**src/rtl/scaler_sequencer_if.sv**
```systemverilog
// scaler_sequencer_if: sample stream from the scaler sequencer to the
// face-detection stage. The master presents a registered XYZ sample with
// valid/last; the slave returns ready.
interface scaler_sequencer_if;
  logic [31:0] out_x;
  logic [31:0] out_y;
  logic [31:0] out_z;
  logic        out_valid;
  logic        out_ready;
  logic        out_last;

  modport master (
    output out_x, out_y, out_z, out_valid, out_last,
    input  out_ready
  );

  modport slave (
    input  out_x, out_y, out_z, out_valid, out_last,
    output out_ready
  );
endinterface

```
**src/rtl/scaler_sequencer.sv**
```systemverilog
// scaler_sequencer: frame-level controller for the image scaler.
// Arms on start, waits for the camera frame origin, strobes the scaler write
// address on every sampled pixel while capturing, then streams the stored
// XYZ samples out over a valid/ready interface.
// Optional feature macro: SEQ_TIMEOUT_EN adds a CAPTURE watchdog and the
// sticky err_timeout output.
//
// state    | meaning
// ---------+--------------------------------------------------------
// IDLE     | waiting for start
// ARM      | waiting for cam_captured at column 0 / row 0
// CAPTURE  | writing sampled pixels, wr_cnt is the write address
// READOUT  | streaming entries 0..wr_cnt-1 to the detector
// FINISH   | one-cycle frame_done pulse
module scaler_sequencer #(
  parameter int X_START = 160,
  parameter int X_END   = 1120,
  parameter int STEP    = 47,
  parameter int DEPTH   = 400
`ifdef SEQ_TIMEOUT_EN
  , parameter int TIMEOUT = 2000000
`endif
) (
  input  logic        CLK,
  input  logic        RESET_N,
  input  logic        start,
  input  logic        cam_captured,
  input  logic [15:0] X_Cont,
  input  logic [15:0] Y_Cont,
  output logic        scl_captured,
  output logic        scl_write,
  output logic        scl_read,
  output logic [8:0]  scl_addr,
  input  logic        scl_done,
  input  logic [31:0] scl_x,
  input  logic [31:0] scl_y,
  input  logic [31:0] scl_z,
  scaler_sequencer_if.master det,
  output logic        busy,
  output logic        frame_done,
  output logic        overflow
`ifdef SEQ_TIMEOUT_EN
  , output logic      err_timeout
`endif
);

  typedef enum logic [2:0] {
    S_IDLE, S_ARM, S_CAPTURE, S_READOUT, S_FINISH
  } state_t;

  localparam int PW = $clog2(STEP);
  localparam logic [PW-1:0] PH_LAST = PW'(STEP - 1);
  localparam logic [PW-1:0] PH_ONE  = PW'(1);
  localparam logic [15:0]   XS      = 16'(X_START);
  localparam logic [15:0]   XE      = 16'(X_END);
  localparam logic [8:0]    DEPTH_W = 9'(DEPTH);

  state_t        state, state_nxt;
  logic [PW-1:0] x_phase, y_phase, x_ph_cur, y_ph_cur;
  logic          x_zero_q, line_start, hit;
  logic [8:0]    wr_cnt, wr_cnt_nxt, rd_ptr;
  logic          start_acc, cap_hit, wr_room, rd_avail, out_acc, out_load;

  // Effective sampling phases for the current pixel and the resulting hit
  always_comb begin
    x_ph_cur   = (X_Cont == XS) ? '0 : x_phase;
    y_ph_cur   = (Y_Cont == 16'd0) ? '0 : y_phase;
    line_start = (X_Cont == 16'd0) && !x_zero_q;
    hit        = (X_Cont >= XS) && (X_Cont <= XE) &&
                 (x_ph_cur == '0) && (y_ph_cur == '0);
  end

  // Phase counters follow the raster in every state; y advances on the
  // first cycle of each line so a blanking interval at column 0 counts once
  always_ff @(posedge CLK or negedge RESET_N) begin
    if (!RESET_N) begin
      x_phase  <= '0;
      y_phase  <= '0;
      x_zero_q <= 1'b0;
    end else begin
      x_phase  <= (x_ph_cur == PH_LAST) ? '0 : x_ph_cur + PH_ONE;
      x_zero_q <= (X_Cont == 16'd0);
      if (Y_Cont == 16'd0)
        y_phase <= '0;
      else if (line_start)
        y_phase <= (y_phase == PH_LAST) ? '0 : y_phase + PH_ONE;
    end
  end

  // Write/read bookkeeping shared by the FSM and the datapath
  always_comb begin
    start_acc  = (state == S_IDLE) && start;
    cap_hit    = (state == S_CAPTURE) && hit;
    wr_room    = (wr_cnt < DEPTH_W);
    wr_cnt_nxt = (cap_hit && wr_room) ? wr_cnt + 9'd1 : wr_cnt;
    rd_avail   = (rd_ptr < wr_cnt);
    out_acc    = det.out_valid && det.out_ready;
    out_load   = (state == S_READOUT) && rd_avail &&
                 (!det.out_valid || det.out_ready);
  end

`ifdef SEQ_TIMEOUT_EN
  logic [31:0] tmo_cnt;
  logic        tmo_tc;

  assign tmo_tc = (tmo_cnt == 32'd0);

  // Watchdog: preloaded while armed, counts down through CAPTURE
  always_ff @(posedge CLK or negedge RESET_N) begin
    if (!RESET_N) begin
      tmo_cnt     <= 32'd0;
      err_timeout <= 1'b0;
    end else begin
      if (state == S_ARM)
        tmo_cnt <= 32'(TIMEOUT - 1);
      else if ((state == S_CAPTURE) && !tmo_tc)
        tmo_cnt <= tmo_cnt - 32'd1;
      if (start_acc)
        err_timeout <= 1'b0;
      else if ((state == S_CAPTURE) && tmo_tc && !scl_done)
        err_timeout <= 1'b1;
    end
  end
`endif

  // State register
  always_ff @(posedge CLK or negedge RESET_N) begin
    if (!RESET_N) state <= S_IDLE;
    else          state <= state_nxt;
  end

  // Next-state decode; a hit coincident with scl_done is already in wr_cnt_nxt
  always_comb begin
    state_nxt = state;
    case (state)
      S_IDLE:    if (start) state_nxt = S_ARM;
      S_ARM:     if (cam_captured && (X_Cont == 16'd0) && (Y_Cont == 16'd0))
                   state_nxt = S_CAPTURE;
      S_CAPTURE: begin
        if (scl_done)
          state_nxt = (wr_cnt_nxt != 9'd0) ? S_READOUT : S_FINISH;
`ifdef SEQ_TIMEOUT_EN
        else if (tmo_tc)
          state_nxt = S_IDLE;
`endif
      end
      S_READOUT: if (out_acc && det.out_last) state_nxt = S_FINISH;
      S_FINISH:  state_nxt = S_IDLE;
      default:   state_nxt = S_IDLE;
    endcase
  end

  // Moore outputs to the scaler and status
  always_comb begin
    scl_captured = 1'b0;
    scl_write    = 1'b0;
    scl_read     = 1'b0;
    scl_addr     = 9'd0;
    busy         = (state != S_IDLE);
    frame_done   = (state == S_FINISH);
    case (state)
      S_CAPTURE: begin
        scl_captured = 1'b1;
        scl_write    = 1'b1;
        scl_addr     = wr_cnt;
      end
      S_READOUT: begin
        scl_read = 1'b1;
        scl_addr = rd_ptr;
      end
      default: ;
    endcase
  end

  // Write counter and sticky overflow; saturate at DEPTH instead of wrapping
  always_ff @(posedge CLK or negedge RESET_N) begin
    if (!RESET_N) begin
      wr_cnt   <= 9'd0;
      overflow <= 1'b0;
    end else if (start_acc) begin
      wr_cnt   <= 9'd0;
      overflow <= 1'b0;
    end else begin
      wr_cnt <= wr_cnt_nxt;
      if (cap_hit && !wr_room) overflow <= 1'b1;
    end
  end

  // Read pointer advances once per sample loaded into the output register
  always_ff @(posedge CLK or negedge RESET_N) begin
    if (!RESET_N)      rd_ptr <= 9'd0;
    else if (start_acc) rd_ptr <= 9'd0;
    else if (out_load)  rd_ptr <= rd_ptr + 9'd1;
  end

  // Output register: reload on free slot or acceptance, drop valid when drained
  always_ff @(posedge CLK or negedge RESET_N) begin
    if (!RESET_N) begin
      det.out_x     <= 32'd0;
      det.out_y     <= 32'd0;
      det.out_z     <= 32'd0;
      det.out_valid <= 1'b0;
      det.out_last  <= 1'b0;
    end else if (out_load) begin
      det.out_x     <= scl_x;
      det.out_y     <= scl_y;
      det.out_z     <= scl_z;
      det.out_valid <= 1'b1;
      det.out_last  <= (rd_ptr == wr_cnt - 9'd1);
    end else if (out_acc) begin
      det.out_valid <= 1'b0;
      det.out_last  <= 1'b0;
    end
  end

endmodule

```
**src/flat_wrapper.sv**
```systemverilog
// flat-port wrapper written by rule: the top's interface ports become plain ports
module scaler_sequencer_flat 
#(
  parameter int X_START = 160,
  parameter int X_END   = 1120,
  parameter int STEP    = 47,
  parameter int DEPTH   = 400

)
  (CLK, RESET_N, start, cam_captured, X_Cont, Y_Cont, scl_captured, scl_write, scl_read, scl_addr, scl_done, scl_x, scl_y, scl_z, busy, frame_done, overflow, det_out_x, det_out_y, det_out_z, det_out_valid, det_out_last, det_out_ready);
  scaler_sequencer_if det_i ();
  input  logic CLK;
  input  logic RESET_N;
  input  logic start;
  input  logic cam_captured;
  input  logic [15:0] X_Cont;
  input  logic [15:0] Y_Cont;
  output logic scl_captured;
  output logic scl_write;
  output logic scl_read;
  output logic [8:0] scl_addr;
  input  logic scl_done;
  input  logic [31:0] scl_x;
  input  logic [31:0] scl_y;
  input  logic [31:0] scl_z;
  output logic busy;
  output logic frame_done;
  output logic overflow;
  output wire logic [$bits(det_i.out_x)-1:0] det_out_x;
  output wire logic [$bits(det_i.out_y)-1:0] det_out_y;
  output wire logic [$bits(det_i.out_z)-1:0] det_out_z;
  output wire logic [$bits(det_i.out_valid)-1:0] det_out_valid;
  output wire logic [$bits(det_i.out_last)-1:0] det_out_last;
  input wire logic [$bits(det_i.out_ready)-1:0] det_out_ready;
  assign det_out_x = det_i.out_x;
  assign det_out_y = det_i.out_y;
  assign det_out_z = det_i.out_z;
  assign det_out_valid = det_i.out_valid;
  assign det_out_last = det_i.out_last;
  assign det_i.out_ready = det_out_ready;
  scaler_sequencer #(.X_START(X_START), .X_END(X_END), .STEP(STEP), .DEPTH(DEPTH)) u_core (.CLK(CLK), .RESET_N(RESET_N), .start(start), .cam_captured(cam_captured), .X_Cont(X_Cont), .Y_Cont(Y_Cont), .scl_captured(scl_captured), .scl_write(scl_write), .scl_read(scl_read), .scl_addr(scl_addr), .scl_done(scl_done), .scl_x(scl_x), .scl_y(scl_y), .scl_z(scl_z), .det(det_i), .busy(busy), .frame_done(frame_done), .overflow(overflow));
endmodule
```
**config.mk**
```make
export PLATFORM = sky130hd
export DESIGN_NAME = scaler_sequencer_flat
export DESIGN_NICKNAME = d
export VERILOG_FILES = /design/src/rtl/scaler_sequencer_if.sv /design/src/rtl/scaler_sequencer.sv /design/src/flat_wrapper.sv
export SDC_FILE = /design/constraint.sdc
export NUM_CORES = 1
export LEC_CHECK = 0
export ABC_CLOCK_PERIOD_IN_PS = 3200
export BUFFER_PORTS_ARGS = -buffer_cell sky130_fd_sc_hd__buf_2
export CAP_MARGIN = 30
export CORE_UTILIZATION = 30
export DETAILED_ROUTE_END_ITERATION = 10
export PLACE_DENSITY = 0.6
export SLEW_MARGIN = 15
export SYNTH_ARGS = -nofsm -noshare
export SYNTH_HDL_FRONTEND = slang
export SYNTH_SLANG_ARGS = --single-unit
```
**constraint.sdc**
```tcl
create_clock -name CLK -period 3.2 [get_ports CLK]
set_input_delay 0.64 -clock CLK [delete_from_list [all_inputs] [get_ports CLK]]
set_output_delay 0.64 -clock CLK [all_outputs]
set_load 0.01 [all_outputs]
```
==> results.yml <==
floorplan:
  floorplan.rows: 53
  start_util_pct: 30.5
  die_h_um: 148
  pin_count: 247
  core_area_um2: 21000
  die_width_um: 148
  die_area_um2: 22000
final_layout:
  final_cell_area_um2: 8710
  final-seq-area_um2: 3330
  diodes: 0
  multi_input_area_um2: 2910
  nNetsFinal: 952
  final_core_util_pct: 41.4
  areaGrowthSynthToFinish_pct: 35.8
  drive_gt1_share_pct: 52.0
  fillers: 2049
detailed_routing:
  ant_nets: 0
  dr.pass1.iters: 4
  drc_errors: 0
  wirelength_um: 15900
  via_per_inst: 4.62
  wl_per_cell_um: 14.6
  drt_iter0_drc: 233
  vias: 5028
critical_path:
  reg2reg_depth: 8
  path_class: "in2reg"
  start_kind: "primary input"
  path_buf_inv: 2
  worst_path_max_delay_cell: "or4_4"
  cp.required_ns: 3.48
  crit_arrival_ns: 3.23
  endpoint_kind: "flop"
  worst-path-max-fanout: 3
  cp_cell_sequence: "buf_2 > nor4_4 > and4_4 > nand3_1 > and2_4 > inv_1 > ha_1 > nand4b_1 > a221oi_2 > nand3_2 > or4_4 > a22oi_4 > a41oi_1"
  r2r_slack_ns: 0.57
  cp_top_family: "simple AND/OR/NAND/NOR gates"
  timing.rr.start: "u_core.rd_ptr[3]"
  reg2reg_to: "u_core.det.out_z[23]"
  slowest_delay_ns: 0.51
pwr:
  totalPowerFinal_w: 0.00571
  power_leakage_nw: 4.06
  switching_share_pct: 31.0
  power_switching_w: 0.00177
  pwr-share-comb_pct: 25.3
  internal_power_w: 0.00394
  p_clk_share_pct: 33.6
  seqPwrFrac_pct: 41.1
  ir_worst_vdd_v: 0.000339
  powerDensity_nw_per_um2: 655
global_routing:
  overflow: 0
  grt_antenna_before_repair: 0
  grt_pass1_vias: 5107
  grt_usage_pct: 15.0
  grt_max_degree: 68
  grt_pass1_wl_um: 25800
yosys:
  synth_most_common_cell: "dfrtp_1"
  synth_edf_count: 0
  synth_top_area_share_pct: 51.9
  synth_nets: 689
  synth_area_um2: 6420
  ys_top_cells_by_area: "dfrtp_1 52%, mux2_2 17%, ha_1 3.3%"
  ys_seq_elements: 133
  synth_top_area_cell: "dfrtp_1"
  synth_ff_type: "dfrtp_1"
  syn-instance-count: 538
  yosysUniqueCellTypes: 58
  yosysWarnings: 0
  synth-seq-area-share_pct: 51.9
  syn_avg_cell_area_um2: 11.9
  synthTopCellsByCount: "133 x dfrtp_1, 97 x mux2_2, 41 x nor2_1, 28 x nand2_1, 27 x o21ai_0"
  postSynth.asyncResetShare_pct: 100
cts:
  clk_path_buf_depth: 2
  clock-sinks: 133
  cts_hold_buf: 0
  cts_tree: "built"
  clk_pin_slew_ns: 0.06
  cts_root_buffer: "clkbuf_16"
  post-cts-setup-buffers: 0
  cts_buffers: 17
  cts_max_level: 4
  cts_resized: 0
  clk_latency_ns: 0.42
timing:
  maxSlewHeadroom_pct: 61.0
  fmax_ghz: 0.338
  tns_ns: 0
  rsz0062_at_grt: "no"
  fin_crit_sh_pct: 92.5
  finalClockSkew_ns: 0.0154
  whs_ns: 0.0825
  tightest_slew_ns: 0.579
  finalSetupViolCount: 0
  hold_viol_final: 0
  fin_crit_ns: 2.96
  finalMaxSlewViolations: 0
status:
  status: "finished clean"
placed_design:
  portBuffers: 246
  dp_hpwl_um: 12100
  place_area_um2: 8130
  gp_congestion: 0.807
job:
  max-cap-violations: 0
hold_path:
  hold_class: "in2async"
==> cell families (layout without fill, tap and decap cells) <==
logic type | count (synthesis) | count (layout) | synth area share [%]
AND/OR/NAND/NOR | 149 | 149 | 13.5
multiplexers | 100 | 100 | 17.5
buffers and inverters | 46 | 322 | 3.24
flip-flops | 133 | 133 | 51.9
XOR/XNOR | 29 | 29 | 3.96
adder cells (fa/ha/maj) | 17 | 17 | 3.31
AO/OA/AOI/OAI | 64 | 64 | 6.61
==> power groups by stage <==
stage	Combinational [W]	Sequential (W)	Clock (W)
finish	0.00145	0.00234	0.00192
global route	0.00159	0.00241	0.00204
CTS	0.00147	0.00235	0.00198
detailed placement	0.00147	0.00237	0
global placement	0.00145	0.00235	0
floorplan	0.000674	0.00252	0
==> per-layer routing <==
layer / up-vias / track usage [%] / share of wire [%]
met5: - / 0 / 0
met4: 0 / 5.05 / 1.2
met3: 11 / 4.36 / 5.7
met2: 161 / 25.5 / 50
met1: 2409 / 18.2 / 43
li1: 2447 / - / -
==> cell usage in the layout, fill, tap and decap left out, types with 3 or more instances in the layout <==
cell type,count
nor2b_1,5
nor2_1,41
a31oi_1,6
buf_4,21
buf_12,4
or3_1,5
xor2_1,13
nand2_1,28
nand4_1,11
nor4_4,6
and3_1,6
inv_6,5
mux2i_1,3
clkbuf_16,17
dfrtp_1,133
buf_2,245
nand3_1,15
nor3_1,6
a21oi_1,13
o21ai_0,27
clkinvlp_4,3
xnor2_1,16
inv_1,19
mux2_2,97
nor4_1,5
ha_1,17
==> worst max path at each step <==
| stage | from | end | slack (ns) | cells after the start |
|---|---|---|---|---|
| 5_1_grt | X_Cont[11] | u_core.state[0] | 0.13 | 13 |
| 3_5_place_dp | X_Cont[11] | u_core.state[0] | -0.19 | 13 |
| 2_1_floorplan | X_Cont[8] | u_core.state[0] | 0.01 | 12 |
| 4_1_cts | X_Cont[11] | u_core.state[0] | 0.25 | 13 |
| 6_report | X_Cont[11] | u_core.state[0] | 0.24 | 13 |
| 3_3_place_gp | X_Cont[11] | u_core.state[0] | -0.11 | 13 |
==> registers in the layout, indices dropped and copies added, names as in the netlist <==
register / count
u_core.det.out_last: 1
u_core.det.out_valid: 1
u_core.det.out_x: 32
u_core.det.out_y: 32
u_core.det.out_z: 32
u_core.overflow: 1
u_core.rd_ptr: 9
u_core.state: 3
u_core.wr_cnt: 9
u_core.x_phase: 6
u_core.x_zero_q: 1
u_core.y_phase: 6
==> area by class of cell <==
cell class | instances | area share [%]
well taps | 275 | 3.95
repair buffers | 271 | 16.9
flip-flops and latches | 133 | 38.2
clock inverters | 14 | 1.62
inverters | 19 | 0.819
multi-input cells | 359 | 33.4
clock buffers | 18 | 5.04
==> metrics by stage <==
step | cells | setup slack [ns]
2_1_floorplan | 538 | 0.0135
5_1_grt | 1089 | 0.125
3_3_place_gp | 1057 | -0.107
4_1_cts | 1089 | 0.251
3_5_place_dp | 1057 | -0.192
6_report | 1089 | 0.241
Power figures use the tool's default switching activity.
